<file path="src/rtl/cu_pkg.sv">
// Shared encodings and the control bundle carried through the pipeline.
package cu_pkg;

  // Storage widths of the control bundle fields.
  localparam int unsigned CU_RA_W    = 5;
  localparam int unsigned CU_ALUOP_W = 3;

  // Opcodes.
  localparam logic [5:0] OP_RTYPE = 6'b000000;
  localparam logic [5:0] OP_J     = 6'b000010;
  localparam logic [5:0] OP_JAL   = 6'b000011;
  localparam logic [5:0] OP_BEQ   = 6'b000100;
  localparam logic [5:0] OP_BNE   = 6'b000101;
  localparam logic [5:0] OP_ADDI  = 6'b001000;
  localparam logic [5:0] OP_SLTI  = 6'b001010;
  localparam logic [5:0] OP_ANDI  = 6'b001100;
  localparam logic [5:0] OP_ORI   = 6'b001101;
  localparam logic [5:0] OP_LW    = 6'b100011;
  localparam logic [5:0] OP_SW    = 6'b101011;

  // R-type function codes.
  localparam logic [5:0] FN_ADD = 6'd0;
  localparam logic [5:0] FN_SUB = 6'd1;
  localparam logic [5:0] FN_AND = 6'd2;
  localparam logic [5:0] FN_OR  = 6'd3;
  localparam logic [5:0] FN_SLT = 6'd4;

  // ALU operation encodings; all-ones marks "no ALU operation".
  localparam logic [CU_ALUOP_W-1:0] ALU_ADD  = 3'b000;
  localparam logic [CU_ALUOP_W-1:0] ALU_SUB  = 3'b001;
  localparam logic [CU_ALUOP_W-1:0] ALU_AND  = 3'b010;
  localparam logic [CU_ALUOP_W-1:0] ALU_OR   = 3'b011;
  localparam logic [CU_ALUOP_W-1:0] ALU_SLT  = 3'b100;
  localparam logic [CU_ALUOP_W-1:0] ALU_NONE = 3'b111;

  // Next-PC source selection.
  typedef enum logic [1:0] {
    PC_SEQ    = 2'd0,
    PC_BRANCH = 2'd1,
    PC_JUMP   = 2'd2
  } pcsrc_e;

  typedef struct packed {
    logic [CU_ALUOP_W-1:0] alu_op;
    logic                  alu_src;
    logic                  reg_write;
    logic                  mem_read;
    logic                  mem_write;
    logic                  mem_to_reg;
    logic                  link;
    logic                  nop;
    logic [CU_RA_W-1:0]    wreg;
  } ctrl_t;

  localparam ctrl_t BUBBLE = '{
    alu_op:     ALU_NONE,
    alu_src:    1'b0,
    reg_write:  1'b0,
    mem_read:   1'b0,
    mem_write:  1'b0,
    mem_to_reg: 1'b0,
    link:       1'b0,
    nop:        1'b1,
    wreg:       '0
  };

endpackage

</file>
<file path="src/rtl/cu_decode.sv">
// Combinational ID-stage decoder: instruction fields to a control bundle
// plus the branch/jump/operand-use flags the hazard logic needs.
module cu_decode
  import cu_pkg::*;
#(
  parameter bit EN_IMM = 1'b1,
  parameter bit EN_JAL = 1'b1
) (
  input  logic [5:0]         opcode,
  input  logic [5:0]         func,
  input  logic [CU_RA_W-1:0] rt,
  input  logic [CU_RA_W-1:0] rd,
  output ctrl_t              ctrl,
  output logic               is_beq,
  output logic               is_bne,
  output logic               is_j,
  output logic               reads_rt
);

  // Decode opcode/func; unknown or disabled opcodes fall through as a bubble.
  always_comb begin
    ctrl     = BUBBLE;
    is_beq   = 1'b0;
    is_bne   = 1'b0;
    is_j     = 1'b0;
    reads_rt = 1'b0;
    case (opcode)
      OP_RTYPE: begin
        ctrl.nop       = 1'b0;
        ctrl.wreg      = rd;
        ctrl.reg_write = 1'b1;
        reads_rt       = 1'b1;
        case (func)
          FN_ADD:  ctrl.alu_op = ALU_ADD;
          FN_SUB:  ctrl.alu_op = ALU_SUB;
          FN_AND:  ctrl.alu_op = ALU_AND;
          FN_OR:   ctrl.alu_op = ALU_OR;
          FN_SLT:  ctrl.alu_op = ALU_SLT;
          default: begin
            ctrl.alu_op    = ALU_NONE;
            ctrl.reg_write = 1'b0;
          end
        endcase
      end
      OP_LW: begin
        ctrl.nop        = 1'b0;
        ctrl.alu_op     = ALU_ADD;
        ctrl.alu_src    = 1'b1;
        ctrl.reg_write  = 1'b1;
        ctrl.mem_read   = 1'b1;
        ctrl.mem_to_reg = 1'b1;
        ctrl.wreg       = rt;
      end
      OP_SW: begin
        ctrl.nop       = 1'b0;
        ctrl.alu_op    = ALU_ADD;
        ctrl.alu_src   = 1'b1;
        ctrl.mem_write = 1'b1;
        reads_rt       = 1'b1;
      end
      OP_BEQ: begin
        ctrl.nop = 1'b0;
        is_beq   = 1'b1;
        reads_rt = 1'b1;
      end
      OP_BNE: begin
        ctrl.nop = 1'b0;
        is_bne   = 1'b1;
        reads_rt = 1'b1;
      end
      OP_J: begin
        ctrl.nop = 1'b0;
        is_j     = 1'b1;
      end
      OP_JAL: begin
        if (EN_JAL) begin
          ctrl.nop       = 1'b0;
          ctrl.link      = 1'b1;
          ctrl.reg_write = 1'b1;
          ctrl.wreg      = '1;
          is_j           = 1'b1;
        end
      end
      OP_ADDI, OP_ANDI, OP_ORI, OP_SLTI: begin
        if (EN_IMM) begin
          ctrl.nop       = 1'b0;
          ctrl.alu_src   = 1'b1;
          ctrl.reg_write = 1'b1;
          ctrl.wreg      = rt;
          case (opcode)
            OP_ANDI: ctrl.alu_op = ALU_AND;
            OP_ORI:  ctrl.alu_op = ALU_OR;
            OP_SLTI: ctrl.alu_op = ALU_SLT;
            default: ctrl.alu_op = ALU_ADD;
          endcase
        end
      end
      default: ;
    endcase
  end

endmodule

</file>
<file path="src/rtl/cu_pipe.sv">
// Pipelined control unit: ID decode, hazard stall/flush, ID/EX..MEM/WB
// control registers and saturating stall/flush counters.
module cu_pipe
  import cu_pkg::*;
#(
  parameter int unsigned RA_W    = 5,
  parameter int unsigned ALUOP_W = 3,
  parameter bit          EN_IMM  = 1'b1,
  parameter bit          EN_JAL  = 1'b1,
  parameter int unsigned CNT_W   = 16
) (
  input  logic               clk,
  input  logic               rst,
  input  logic [5:0]         opcode,
  input  logic [5:0]         func,
  input  logic [RA_W-1:0]    rs,
  input  logic [RA_W-1:0]    rt,
  input  logic [RA_W-1:0]    rd,
  input  logic               equal,
  input  logic               notEqual,
  output logic               stall,
  output logic               flush_ifid,
  output logic [1:0]         PCsrc,
  output logic [ALUOP_W-1:0] ex_ALUop,
  output logic               ex_ALUsrc,
  output logic               ex_link,
  output logic [RA_W-1:0]    ex_wreg,
  output logic               ex_regWrite,
  output logic               ex_memRead,
  output logic               ex_memWrite,
  output logic [RA_W-1:0]    mem_wreg,
  output logic               mem_regWrite,
  output logic               mem_memRead,
  output logic               mem_memWrite,
  output logic               mem_memToReg,
  output logic [RA_W-1:0]    wb_wreg,
  output logic               wb_regWrite,
  output logic               wb_memToReg,
  output logic               wb_nop,
  output logic [CNT_W-1:0]   stall_cnt,
  output logic [CNT_W-1:0]   flush_cnt
);

  ctrl_t              dec;
  ctrl_t              id_ex_d, id_ex_q, ex_mem_q, mem_wb_q;
  logic               is_beq, is_bne, is_j, reads_rt;
  logic               load_use, br_haz;
  logic               stall_w, flush_w;
  pcsrc_e             pc_sel;
  logic [CU_RA_W-1:0] rs_w, rt_w, rd_w;
  logic [CNT_W-1:0]   stall_cnt_d, stall_cnt_q, flush_cnt_d, flush_cnt_q;
  logic               unused_wb_bits;

  assign rs_w = CU_RA_W'(rs);
  assign rt_w = CU_RA_W'(rt);
  assign rd_w = CU_RA_W'(rd);

  cu_decode #(
    .EN_IMM (EN_IMM),
    .EN_JAL (EN_JAL)
  ) u_decode (
    .opcode   (opcode),
    .func     (func),
    .rt       (rt_w),
    .rd       (rd_w),
    .ctrl     (dec),
    .is_beq   (is_beq),
    .is_bne   (is_bne),
    .is_j     (is_j),
    .reads_rt (reads_rt)
  );

  // Hazard detection against the instructions in EX and MEM; register 0 never matches.
  always_comb begin
    load_use = 1'b0;
    br_haz   = 1'b0;
    if (id_ex_q.mem_read && (id_ex_q.wreg != '0)) begin
      load_use = (id_ex_q.wreg == rs_w) || (reads_rt && (id_ex_q.wreg == rt_w));
    end
    if (is_beq || is_bne) begin
      if (id_ex_q.reg_write && (id_ex_q.wreg != '0) &&
          ((id_ex_q.wreg == rs_w) || (id_ex_q.wreg == rt_w))) begin
        br_haz = 1'b1;
      end
      if (ex_mem_q.mem_read && (ex_mem_q.wreg != '0) &&
          ((ex_mem_q.wreg == rs_w) || (ex_mem_q.wreg == rt_w))) begin
        br_haz = 1'b1;
      end
    end
  end

  // Stall/flush/PC selection; a hazard suppresses branch and jump resolution.
  always_comb begin
    stall_w = 1'b0;
    flush_w = 1'b0;
    pc_sel  = PC_SEQ;
    id_ex_d = dec;
    if (!rst) begin
      if (load_use || br_haz) begin
        stall_w = 1'b1;
        id_ex_d = BUBBLE;
      end else if ((is_beq && equal) || (is_bne && notEqual)) begin
        pc_sel  = PC_BRANCH;
        flush_w = 1'b1;
      end else if (is_j) begin
        pc_sel  = PC_JUMP;
        flush_w = 1'b1;
      end
    end
  end

  // Saturating next values of the performance counters.
  always_comb begin
    stall_cnt_d = stall_cnt_q;
    flush_cnt_d = flush_cnt_q;
    if (stall_w && (stall_cnt_q != '1)) begin
      stall_cnt_d = stall_cnt_q + CNT_W'(1);
    end
    if (flush_w && (flush_cnt_q != '1)) begin
      flush_cnt_d = flush_cnt_q + CNT_W'(1);
    end
  end

  // Stage registers and counters; reset fills every stage with a bubble.
  always_ff @(posedge clk) begin
    if (rst) begin
      id_ex_q     <= BUBBLE;
      ex_mem_q    <= BUBBLE;
      mem_wb_q    <= BUBBLE;
      stall_cnt_q <= '0;
      flush_cnt_q <= '0;
    end else begin
      id_ex_q     <= id_ex_d;
      ex_mem_q    <= id_ex_q;
      mem_wb_q    <= ex_mem_q;
      stall_cnt_q <= stall_cnt_d;
      flush_cnt_q <= flush_cnt_d;
    end
  end

  assign stall      = stall_w;
  assign flush_ifid = flush_w;
  assign PCsrc      = pc_sel;

  // The stored opcode is narrower than the port when ALUOP_W > 3; keep "none" all-ones.
  assign ex_ALUop    = (id_ex_q.alu_op == ALU_NONE) ? '1 : ALUOP_W'(id_ex_q.alu_op);
  assign ex_ALUsrc   = id_ex_q.alu_src;
  assign ex_link     = id_ex_q.link;
  assign ex_wreg     = RA_W'(id_ex_q.wreg);
  assign ex_regWrite = id_ex_q.reg_write;
  assign ex_memRead  = id_ex_q.mem_read;
  assign ex_memWrite = id_ex_q.mem_write;

  assign mem_wreg     = RA_W'(ex_mem_q.wreg);
  assign mem_regWrite = ex_mem_q.reg_write;
  assign mem_memRead  = ex_mem_q.mem_read;
  assign mem_memWrite = ex_mem_q.mem_write;
  assign mem_memToReg = ex_mem_q.mem_to_reg;

  assign wb_wreg     = RA_W'(mem_wb_q.wreg);
  assign wb_regWrite = mem_wb_q.reg_write;
  assign wb_memToReg = mem_wb_q.mem_to_reg;
  assign wb_nop      = mem_wb_q.nop;

  assign stall_cnt = stall_cnt_q;
  assign flush_cnt = flush_cnt_q;

  // WB has no consumer for the ALU/memory-access fields.
  assign unused_wb_bits = ^{mem_wb_q.alu_op, mem_wb_q.alu_src, mem_wb_q.mem_read,
                            mem_wb_q.mem_write, mem_wb_q.link};

endmodule

</file>
<file path="config.mk">
export PLATFORM = sky130hd
export DESIGN_NAME = cu_pipe
export DESIGN_NICKNAME = d
export VERILOG_FILES = /design/src/rtl/cu_pkg.sv /design/src/rtl/cu_decode.sv /design/src/rtl/cu_pipe.sv
export SDC_FILE = /design/constraint.sdc
export NUM_CORES = 1
export LEC_CHECK = 0
export BUFFER_PORTS_ARGS = -buffer_cell sky130_fd_sc_hd__buf_2
export CAP_MARGIN = 20
export CORE_UTILIZATION = 55
export DETAILED_ROUTE_END_ITERATION = 8
export GPL_ROUTABILITY_DRIVEN = 1
export PLACE_DENSITY = 0.84
export SLEW_MARGIN = 20
export SYNTH_ARGS = -nofsm -noshare
export SYNTH_HDL_FRONTEND = slang
export SYNTH_HIERARCHICAL = 1
export SYNTH_SLANG_ARGS = --single-unit
export TNS_END_PERCENT = 10
</file>
<file path="constraint.sdc">
create_clock -name clk -period 4.5 [get_ports clk]
set_clock_uncertainty 0.2 [all_clocks]
set_input_delay 0.45 -clock clk [delete_from_list [all_inputs] [get_ports clk]]
set_output_delay 0.45 -clock clk [all_outputs]
set_load 0.1 [all_outputs]
</file>
==> summary.txt, run 1 <==
Global routing
  • GR Util All Layers: 24.3%
  • Gr ovfl total: 0
  • Vias in the first global route: 2682
  • Largest net degree at the start of global routing: 40
  • Initial antenna violation count: 0
  • First-pass GRT wire length: 12300 um

Power and ir drop
  • Clock group share of total power: 38.3%
  • Leak: 1.73 nW
  • Power density cells: 286 mW/mm^2
  • Sequential share of power: 51.4%
  • Worst VDD drop: 0.234 mV
  • Switching share of total power: 27.0%
  • Int Pwr: 0.000828 W
  • Combinational group share of total power: 10.3%
  • Switching Power: 0.000307 W

Placed design
  • Placed Area: 0.00379 sq mm
  • Port Buffers: 96
  • DP HPWL: 5700 um
  • GP Congestion: 0.863

Finish
  • Fin area: 0.00397 sq mm
  • Multi-input gate area: 0.00185 sq mm
  • Filler cell count: 508
  • Final Util: 66.6%
  • Total Nets Final: 504
  • Seq. cell area: 0.00130 sq mm
  • Ratio of cells with drive above 1 in the final layout: 27.3%
  • Number of diodes: 0
  • Layout area overhead: 16.0%

Worst setup path
  • Crit path required time: 3.85 ns
  • Worst Path Max Fanout: 39
  • CP Cell Sequence: buf_2 -> nor2b_1 -> nand4_1 -> a21oi_1 -> nand2_1 -> a2111oi_2 -> o21ai_2 -> and2_4 -> nor2_1 -> buf_2
  • Worst path slowest cell: a2111oi_2
  • Type of origin of the critical path: input pin
  • Worst EP arrival: 2.88 ns
  • Kind of critical path: in -> out
  • CP most frequent cell: buf_2
  • Critical path's largest stage delay: 0.44 ns
  • Critical path endpoint category: output pin

Clocking
  • CTS Root Cell: clkbuf_8
  • CTS resizes: 0
  • TritonCTS clock tree: built
  • H-tree levels: 3
  • Cts hold-fix bufs: 0
  • Cts bufs inserted: 9
  • Number of clock sinks: 65
  • Worst-case clock buffer depth: 2
  • Worst skew pair latency: 0.33 ns
  • CTS clk-pin slew, worst paths: 0.07 ns
  • Setup bufs post-CTS: 0

Synth
  • Count of different cell masters after synthesis: 59
  • Yosys warnings: 6
  • Count leader, synth: dfxtp_1
  • Synth top area cells: dfxtp_1 38%, nor2b_1 4.2%, xnor2_1 3.6%
  • Register area share after synthesis: 38.1%
  • Number of synthesized flops with an enable pin: 0
  • Cells after Synth: 398
  • Synth cell count leaders: 65 x dfxtp_1, 24 x nand3_1, 23 x nor2_1, 23 x nor2b_1, 22 x nand2_1
  • Yosys top cell by area: dfxtp_1
  • Yosys reg bits: 65
  • Post-synth top flop: dfxtp_1
  • Syn nets: 431
  • Avg Cell Area, Syn: 8.59 sq um
  • Top cell type's share of synthesized area: 38.1%
  • Post-Synthesis Cell Area: 0.00342 sq mm
  • Async SR Flop Fraction: 0%

Floorplanning
  • FP Rows: 28
  • Die Wd: 80.9 um
  • Core area: 0.00596 sq mm
  • Die ar.: 0.00654 sq mm
  • Die height: 80.9 um
  • IO Pins: 97
  • Initial core utilization: 57.4%

Detailed routing
  • Wire per inst: 14.2 um
  • Final ANT Viol Nets: 0
  • DRC viols: 0
  • Routed vias: 3111
  • Drt total wl: 7810 um
  • Initial drt markers: 219
  • First-pass DRT Iterations: 5
  • Via density: 5.65

STA
  • Final setup violation count: 0
  • Post-layout minimum cycle time: 3.53 ns
  • Fmax: 0.284 GHz
  • Relative slew slack: 40.0%
  • Final worst-path cycle share: 78.4%
  • Slew Limit Fails: 0
  • Slew @ Worst Pin: 0.895 ns
  • Unrepaired setup endpoints after global routing: no
  • Hold Fails Final Rpt: 0

Outcome
  • Outcome: complete, no violations

Flow run
  • Maxcap violations: 0

Worst hold path
  • HP Class: reg -> reg
## cells by family (layout without fill, tap and decap cells)
| logic type | count (synthesis) | count (layout) | synth area share (%) |
|---|---|---|---|
| AOI/OAI and AO/OA | 69 | 69 | 14.5 |
| xor gates and xnor gates | 24 | 24 | 6.15 |
| adders and majority gates | 2 | 2 | 0.732 |
| buffers and inverters | 50 | 128 | 7.79 |
| DFF | 65 | 65 | 38.1 |
| muxes | 8 | 8 | 2.63 |
| and+or+nand+nor | 180 | 180 | 30.2 |
## placed cells by master (no fill, tap or decap), types with 4 or more instances in the layout
| master | n |
|---|---|
| buf_2 | 96 |
| dfxtp_1 | 65 |
| nand3_1 | 24 |
| nor2_1 | 23 |
| nor2b_1 | 23 |
| nand2_1 | 22 |
| a21oi_1 | 20 |
| and3_1 | 18 |
| xnor2_1 | 14 |
| nor3_1 | 14 |
| inv_1 | 14 |
| o21ai_0 | 11 |
| nand4_1 | 11 |
| or3_1 | 11 |
| xor2_1 | 10 |
| clkbuf_8 | 10 |
| o31ai_1 | 8 |
| or4_1 | 7 |
| and4_1 | 4 |
| mux2_1 | 4 |
| or2_2 | 4 |
| o311ai_1 | 4 |
## layer usage
metal	up-vias	wire [um]	GRT usage, %
met1	1423	3510	31.9
li1	1560	-	-
met3	13	487	4.94
met2	115	3700	37.9
met4	0	117	11.8
met5	-	0	0
## cell type report
type	instances	area share, %
Clock inverter	5	0.788
Timing Repair Buffer	98	12.5
Tap cell	75	2.37
Inverter	14	1.32
Sequential cell	65	32.8
Clock buffer	11	3.56
Multi-Input combinational cell	283	46.7
## power by group through the flow
stage                     combinational (W)  sequential, W  clock, W
after detailed placement           0.000116       0.000597         0
after CTS                          0.000116       0.000584  0.000448
after global routing               0.000125       0.000584  0.000476
after floorplan                   0.0000777       0.000609         0
final                              0.000117       0.000584  0.000435
after global placement             0.000113       0.000597         0
## registers in the layout, summed over array words and instances, names as in the netlist
| name | cells |
|---|---|
| ex_ALUsrc | 1 |
| ex_link | 1 |
| ex_memRead | 1 |
| ex_memWrite | 1 |
| ex_mem_q | 1 |
| ex_regWrite | 1 |
| ex_wreg | 5 |
| flush_cnt | 16 |
| id_ex_q | 5 |
| mem_memRead | 1 |
| mem_memToReg | 1 |
| mem_memWrite | 1 |
| mem_regWrite | 1 |
| mem_wreg | 5 |
| stall_cnt | 16 |
| wb_memToReg | 1 |
| wb_nop | 1 |
| wb_regWrite | 1 |
| wb_wreg | 5 |
## worst max-delay path, delay by kind of cell
family | cells | cell delay [ns]
AND/OR/NAND/NOR | 5 | 0.91
buffers and inverters | 2 | 0.65
AO/OA/AOI/OAI | 3 | 0.85
## worst paths after layout
check                             startpoint           end  slack, ns  cells past startpoint
worst max-delay path               opcode[1]         stall       0.97                     10
worst min-delay path             ex_mem_q[5]        wb_nop       0.22                      1
worst max register to register  stall_cnt[2]  stall_cnt[0]       1.78                      6
worst min register to register   ex_mem_q[5]        wb_nop       0.22                      1
## through the flow
step / hold slack [ns] / setup slack (ns) / power (W) / setup TNS (ns) / cells
2_1_floorplan: 0.189 / -0.0509 / 0.000687 / -0.153 / 398
3_3_place_gp: 0.199 / 1.18 / 0.000710 / 0 / 535
3_5_place_dp: 0.198 / 1.03 / 0.000713 / 0 / 535
4_1_cts: 0.221 / 1.03 / 0.00115 / 0 / 551
5_1_grt: 0.243 / 0.813 / 0.00119 / 0 / 551
6_report: 0.217 / 0.973 / 0.00114 / 0 / 551
(Power assumes the default switching activity.)
==> run 2, diff against run 1 <==
- CORE_UTILIZATION: 55 -> 47
- PLACE_DENSITY: 0.84 -> 0.76
- clock period: 4.5 -> 3.2 ns (I/O delays scaled with it)
==> run 2 against run 1 <==
- clock-buffer cell count is 2 lower
- critical endpoint is now PCsrc[0]
- design area is 5.2% higher
- core utilization fell by 6.2 points
- sequential power increased by 40%
- register-to-register slack got worse by 1.0 ns
- worst setup slack lost 0.68 ns
- die area is 17% higher
- global-route usage down 1.8 points
- routed wire length increased by 7.3%
==> summary.txt, run 2 (synthesis results as in run 1) <==
Outcome
  • Outcome: complete, no violations

Worst setup path
  • Type of origin of the critical path: input pin
  • Buf/Inv on CP: 2
  • FF-to-FF Start: ex_wreg[3]
  • Kind of critical path: in -> out
  • Reg2Reg Depth: 7
  • Reg2Reg Setup Slack: 0.74 ns
  • R2r endpoint: stall_cnt[7]
  • Crit path required time: 2.68 ns
  • CP most frequent cell: nand2_1
  • Critical path's largest stage delay: 0.39 ns
  • Worst EP arrival: 2.38 ns
  • Stages on worst setup path: 10
  • Worst path slowest cell: a2111oi_2
  • Worst Path Max Fanout: 11
  • Critical path endpoint category: output pin
  • End of the critical path: PCsrc[0]
  • CP Cell Sequence: buf_2 -> nor2b_1 -> nand4_1 -> a21oi_1 -> nand2_1 -> a2111oi_2 -> o21ai_2 -> nand2_1 -> nor3_2 -> buf_12
  • Largest delay share family, worst path: simple AND/OR/NAND/NOR gates
  • Crit path launch: opcode[1]

Worst hold path
  • HP Class: in -> reg

Floorplanning
  • FP Rows: 30
  • Core area: 0.00691 sq mm
  • Die height: 87.3 um
  • Initial core utilization: 49.5%
  • IO Pins: 97
  • Die Wd: 87.3 um
  • Die ar.: 0.00762 sq mm

Global routing
  • GR Layer Usage met2: 34.9%
  • Global Route met1 Usage: 29.8%
  • First-pass GRT wire length: 13200 um
  • GR Util All Layers: 22.5%
  • Initial antenna violation count: 0
  • Gr ovfl total: 0
  • Vias in the first global route: 2828
  • Busiest grt layer: met2
  • GR Util met3: 5.97%
  • Largest net degree at the start of global routing: 40

Clocking
  • Worst skew pair latency: 0.33 ns
  • Number of clock sinks: 65
  • Cts bufs inserted: 9
  • CTS Root Cell: clkbuf_8
  • CTS clk-pin slew, worst paths: 0.08 ns
  • Cts hold-fix bufs: 0
  • CTS resizes: 0
  • Setup bufs post-CTS: 0
  • TritonCTS clock tree: built
  • Worst-case clock buffer depth: 2
  • H-tree levels: 3

Flow run
  • Maxcap violations: 0

Finish
  • Total Nets Final: 511
  • Filler cell count: 629
  • Seq. cell area: 0.00130 sq mm
  • Layout area overhead: 22.1%
  • Commonest non-fill, non-tap cell in the layout: buf_2
  • Number of diodes: 0
  • Ratio of cells with drive above 1 in the final layout: 29.4%
  • Multi-input gate area: 0.00187 sq mm
  • Most frequent cells in the layout: 92 x buf_2, 65 x dfxtp_1, 24 x nand3_1, 23 x nor2b_1

STA
  • Slew @ Worst Pin: 0.689 ns
  • PnR worst setup slack: 0.296 ns
  • Unrepaired setup endpoints after global routing: no
  • Post-route setup TNS: 0 ns
  • Fmax: 0.344 GHz
  • Slew Limit Fails: 0
  • Hold Fails Final Rpt: 0
  • Post-layout minimum cycle time: 2.90 ns
  • Relative slew slack: 54.1%
  • Final worst-path cycle share: 90.7%
  • Final setup violation count: 0

Detailed routing
  • DRC viols: 0
  • Drt total wl: 8390 um
  • Final ANT Viol Nets: 0
  • Via density: 5.51
  • First-pass DRT Iterations: 5
  • Wire per inst: 14.5 um
  • Initial drt markers: 179
  • Routed vias: 3189

Placed design
  • Port Buffers: 96
  • GP Congestion: 0.893
  • Post-Place Worst Slack: 0.205 ns
  • DP HPWL: 6170 um

Power and ir drop
  • Worst VDD drop: 0.325 mV
  • Leak: 1.81 nW
  • Power density cells: 421 mW/mm^2
-- run 2: cell types whose count changed in the layout (fill, tap and decap cells not counted), sizes merged --
cell,previous run,this run
buf,98,105
bufinv,0,2
clkbuf,11,9
-- run 2: how the worst min path moves through the flow --
| stage | start | to | slack, ns | depth (start not counted) |
|---|---|---|---|---|
| final | rd[1] | ex_wreg[1] | 0.18 | 4 |
| after global routing | rd[1] | ex_wreg[1] | 0.19 | 4 |
| after CTS | rd[1] | ex_wreg[1] | 0.17 | 4 |
| after detailed placement | ex_mem_q[5] | wb_nop | 0.20 | 1 |
| after global placement | id_ex_q[5] | ex_mem_q[5] | 0.19 | 1 |
| after floorplan | id_ex_q[5] | ex_mem_q[5] | 0.19 | 1 |
-- run 2: worst min-delay path: stages --
cell and delay [ns]:
buf_2 0.07, nand3_1 0.05, o311ai_1 0.09, and3_1 0.15
-- run 2: power breakdown --
group	leakage (nW)	switching [W]	internal (W)
clock network	0.109	0.000331	0.000438
logic	1.17	0.000118	0.0000522
registers	0.525	0.00000544	0.000815
-- run 2: cell type report --
class                      count  area share (%)
multi-input combinational    283            44.9
sequential                    65            31.2
timing repair buffer         105            14.6
clock buffer                   9            2.97
tap                           96            2.88
clock inverter                 7            2.28
inverter                      14            1.26
-- run 2: per-stage QoR --
stage / std cells / area, sq um / power [W] / hold slack (ns) / util (%)
2_1_floorplan: 398 / 3440 / 0.000967 / 0.189 / -
3_3_place_gp: 563 / 3960 / 0.00101 / 0.194 / 57.3
3_5_place_dp: 563 / 3960 / 0.00101 / 0.199 / 57.3
4_1_cts: 579 / 4180 / 0.00177 / 0.170 / 60.5
5_1_grt: 579 / 4180 / 0.00182 / 0.187 / 60.5
6_report: 579 / 4180 / 0.00176 / 0.175 / 60.5
-- run 2: metal layers --
| layer | up-vias | routed length, um |
|---|---|---|
| met2 | 135 | 3870 |
| met4 | 0 | 131 |
| met5 | - | 0 |
| met1 | 1468 | 3800 |
| met3 | 18 | 583 |
| li1 | 1568 | - |
==> run 3, diff against run 2 <==
--- a/config.mk
+++ b/config.mk
@@ -12,3 +12,3 @@
 export GPL_ROUTABILITY_DRIVEN = 1
-export PLACE_DENSITY = 0.76
+export PLACE_DENSITY = 0.84
 export SLEW_MARGIN = 20
==> constraint.sdc (replaced) <==
create_clock -name clk -period 3.2 [get_ports clk]
set_clock_uncertainty 0.2 [all_clocks]
set_input_delay 0.16 -clock clk [delete_from_list [all_inputs] [get_ports clk]]
set_output_delay 0.16 -clock clk [all_outputs]
set_load 0.1 [all_outputs]
==> run 3 against run 2 <==
- die area unchanged
- worst setup slack improved by 0.12 ns
- sequential power about the same
- via count increased by 1.8%
- core utilization decreased by 1.4 points
- register-to-register slack got worse by 0.10 ns
- clock-buffer cell count increased by 2
- worst hold slack got worse by 0.17 ns
- critical endpoint is now flush_ifid
==> summary.txt, run 3 (synthesis results as in run 1) <==
Detailed routing
  • Routed vias: 3247
  • First-pass DRT Iterations: 4
  • Drt total wl: 8580 um
  • Wire per inst: 14.8 um
  • Final ANT Viol Nets: 0
  • DRC viols: 0
  • Via density: 5.62
  • Initial drt markers: 184

Clocking
  • Cts bufs inserted: 9
  • Worst-case clock buffer depth: 2
  • Worst skew pair latency: 0.35 ns
  • CTS Root Cell: clkbuf_8
  • CTS resizes: 0
  • CTS clk-pin slew, worst paths: 0.07 ns
  • TritonCTS clock tree: built
  • Number of clock sinks: 65
  • H-tree levels: 3

Floorplanning
  • Die height: 87.3 um
  • Die ar.: 0.00762 sq mm
  • FP Rows: 30
  • IO Pins: 97
  • Core area: 0.00691 sq mm
  • Initial core utilization: 49.5%
  • Die Wd: 87.3 um

STA
  • Fmax: 0.360 GHz
  • Hold Fails Final Rpt: 0
  • Unrepaired setup endpoints after global routing: no
  • Slew @ Worst Pin: 0.500 ns
  • Slew Limit Fails: 0
  • Post-layout minimum cycle time: 2.78 ns
  • PnR worst setup slack: 0.419 ns
  • Post-route setup TNS: 0 ns
  • Final setup violation count: 0
  • Final worst-path cycle share: 86.9%
  • Relative slew slack: 66.9%

Flow run
  • Maxcap violations: 0

Finish
  • Layout area overhead: 19.2%
  • Total Nets Final: 510
  • Final Non-Filler Cells: 578
  • Number of diodes: 0
  • Ratio of cells with drive above 1 in the final layout: 28.0%
  • Final Util: 59.0%
  • Commonest non-fill, non-tap cell in the layout: buf_2
  • Filler cell count: 655
  • Most frequent cells in the layout: 95 x buf_2, 65 x dfxtp_1, 24 x nand3_1, 23 x nor2_1, 23 x nor2b_1

Worst setup path
  • Largest delay share family, worst path: simple AND/OR/NAND/NOR gates
  • Worst EP arrival: 2.42 ns
  • Buf/Inv on CP: 1
  • CP Cell Sequence: xnor2_1 -> nand3_1 -> a2111oi_2 -> o21ai_2 -> nand2_1 -> nor3_1 -> buf_2
  • R2r endpoint: stall_cnt[7]
  • Critical path's largest stage delay: 0.46 ns
  • Reg2Reg Depth: 7
  • Kind of critical path: reg -> out
  • Reg2Reg Setup Slack: 0.64 ns
  • FF-to-FF Start: ex_wreg[3]
  • Worst Path Max Fanout: 10
  • Critical path endpoint category: output pin
  • Type of origin of the critical path: register
  • Crit path required time: 2.84 ns
  • Worst path slowest cell: buf_2

Global routing
  • GR Util All Layers: 23.2%
  • Vias in the first global route: 2943
  • Gr ovfl total: 0
  • First-pass GRT wire length: 13600 um
  • Largest net degree at the start of global routing: 40
  • Initial antenna violation count: 0

Placed design
  • Placed cell count: 560
  • GP Congestion: 0.845
  • Post-Place Worst Slack: 0.241 ns
  • Port Buffers: 96
  • DP HPWL: 6330 um

Worst hold path
  • HP Class: in -> reg
  • Hold EP: id_ex_q[12]
  • Hold Path Origin: func[0]
  • Hold path cells: 4

Power and ir drop
  • Total chip power: 0.00166 W
  • Power density cells: 406 mW/mm^2
  • Leak: 1.76 nW
  • Worst VDD drop: 0.205 mV

Outcome
  • Outcome: complete, no violations
==> run 3: cell count changes in the layout (fill, tap and decap cells not counted), sizes merged <==
cell	change
dlygate4sd3	+2
buf	-3
clkinv	-2
clkbuf	+2
clkinvlp	+2
bufinv	-2
==> run 3: where the power goes <==
| group | internal, W | switching (W) |
|---|---|---|
| Sequential | 0.000815 | 0.00000573 |
| Clock | 0.000325 | 0.000342 |
| Combinational | 0.0000520 | 0.000117 |
| Total | 0.00119 | 0.000464 |
==> run 3: worst max path at each step <==
stage | slack (ns) | start | cells after the start | to
finish | 0.42 | ex_wreg[3] | 7 | flush_ifid
CTS | 0.44 | ex_wreg[2] | 6 | flush_ifid
floorplan | -0.77 | opcode[5] | 10 | PCsrc[0]
detailed placement | 0.24 | opcode[1] | 10 | stall_cnt[7]
global placement | 0.37 | opcode[1] | 10 | stall_cnt[7]
global route | 0.24 | ex_wreg[2] | 6 | PCsrc[0]
==> run 3: worst reg2reg max path: stages, from the launching register on <==
cell	delay, ns
dfxtp_1	0.45
xnor2_1	0.17
nand3_1	0.13
a2111oi_2	0.28
o21ai_2	0.17
and2_4	0.31
nor4b_1	0.40
mux2_1	0.35
==> run 3: final cells by class <==
type / count / area [sq um] / area share (%)
sequential: 65 / 1300 / 31.9
timing repair buffer: 104 / 561 / 13.7
tap: 96 / 120 / 2.95
clock buffer: 11 / 151 / 3.71
multi-input combinational: 283 / 1850 / 45.4
inverter: 14 / 52.6 / 1.29
clock inverter: 5 / 40.0 / 0.982
==> run 3: per-stage QoR <==
stage	instance area [sq um]	hold slack, ns
final	4080	0.000833
after global routing	4080	0.0349
after CTS	4080	0.000224
after detailed placement	3870	0.199
after global placement	3870	0.199
after floorplan	3420	0.189
==> run 3: layer usage <==
metal / global-route usage (%) / up-vias / wire [um]
met5: 0 / - / 0
met4: 9.69 / 0 / 194
met3: 5.59 / 20 / 527
met2: 38.9 / 127 / 4200
met1: 28.3 / 1528 / 3650
li1: - / 1572 / -
==> run 3: timing repair <==
action / CTS / global route
endpoints found under the hold margin: 2 / 0
hold buffers: 2 / 0
buffers inserted: 0 / 0
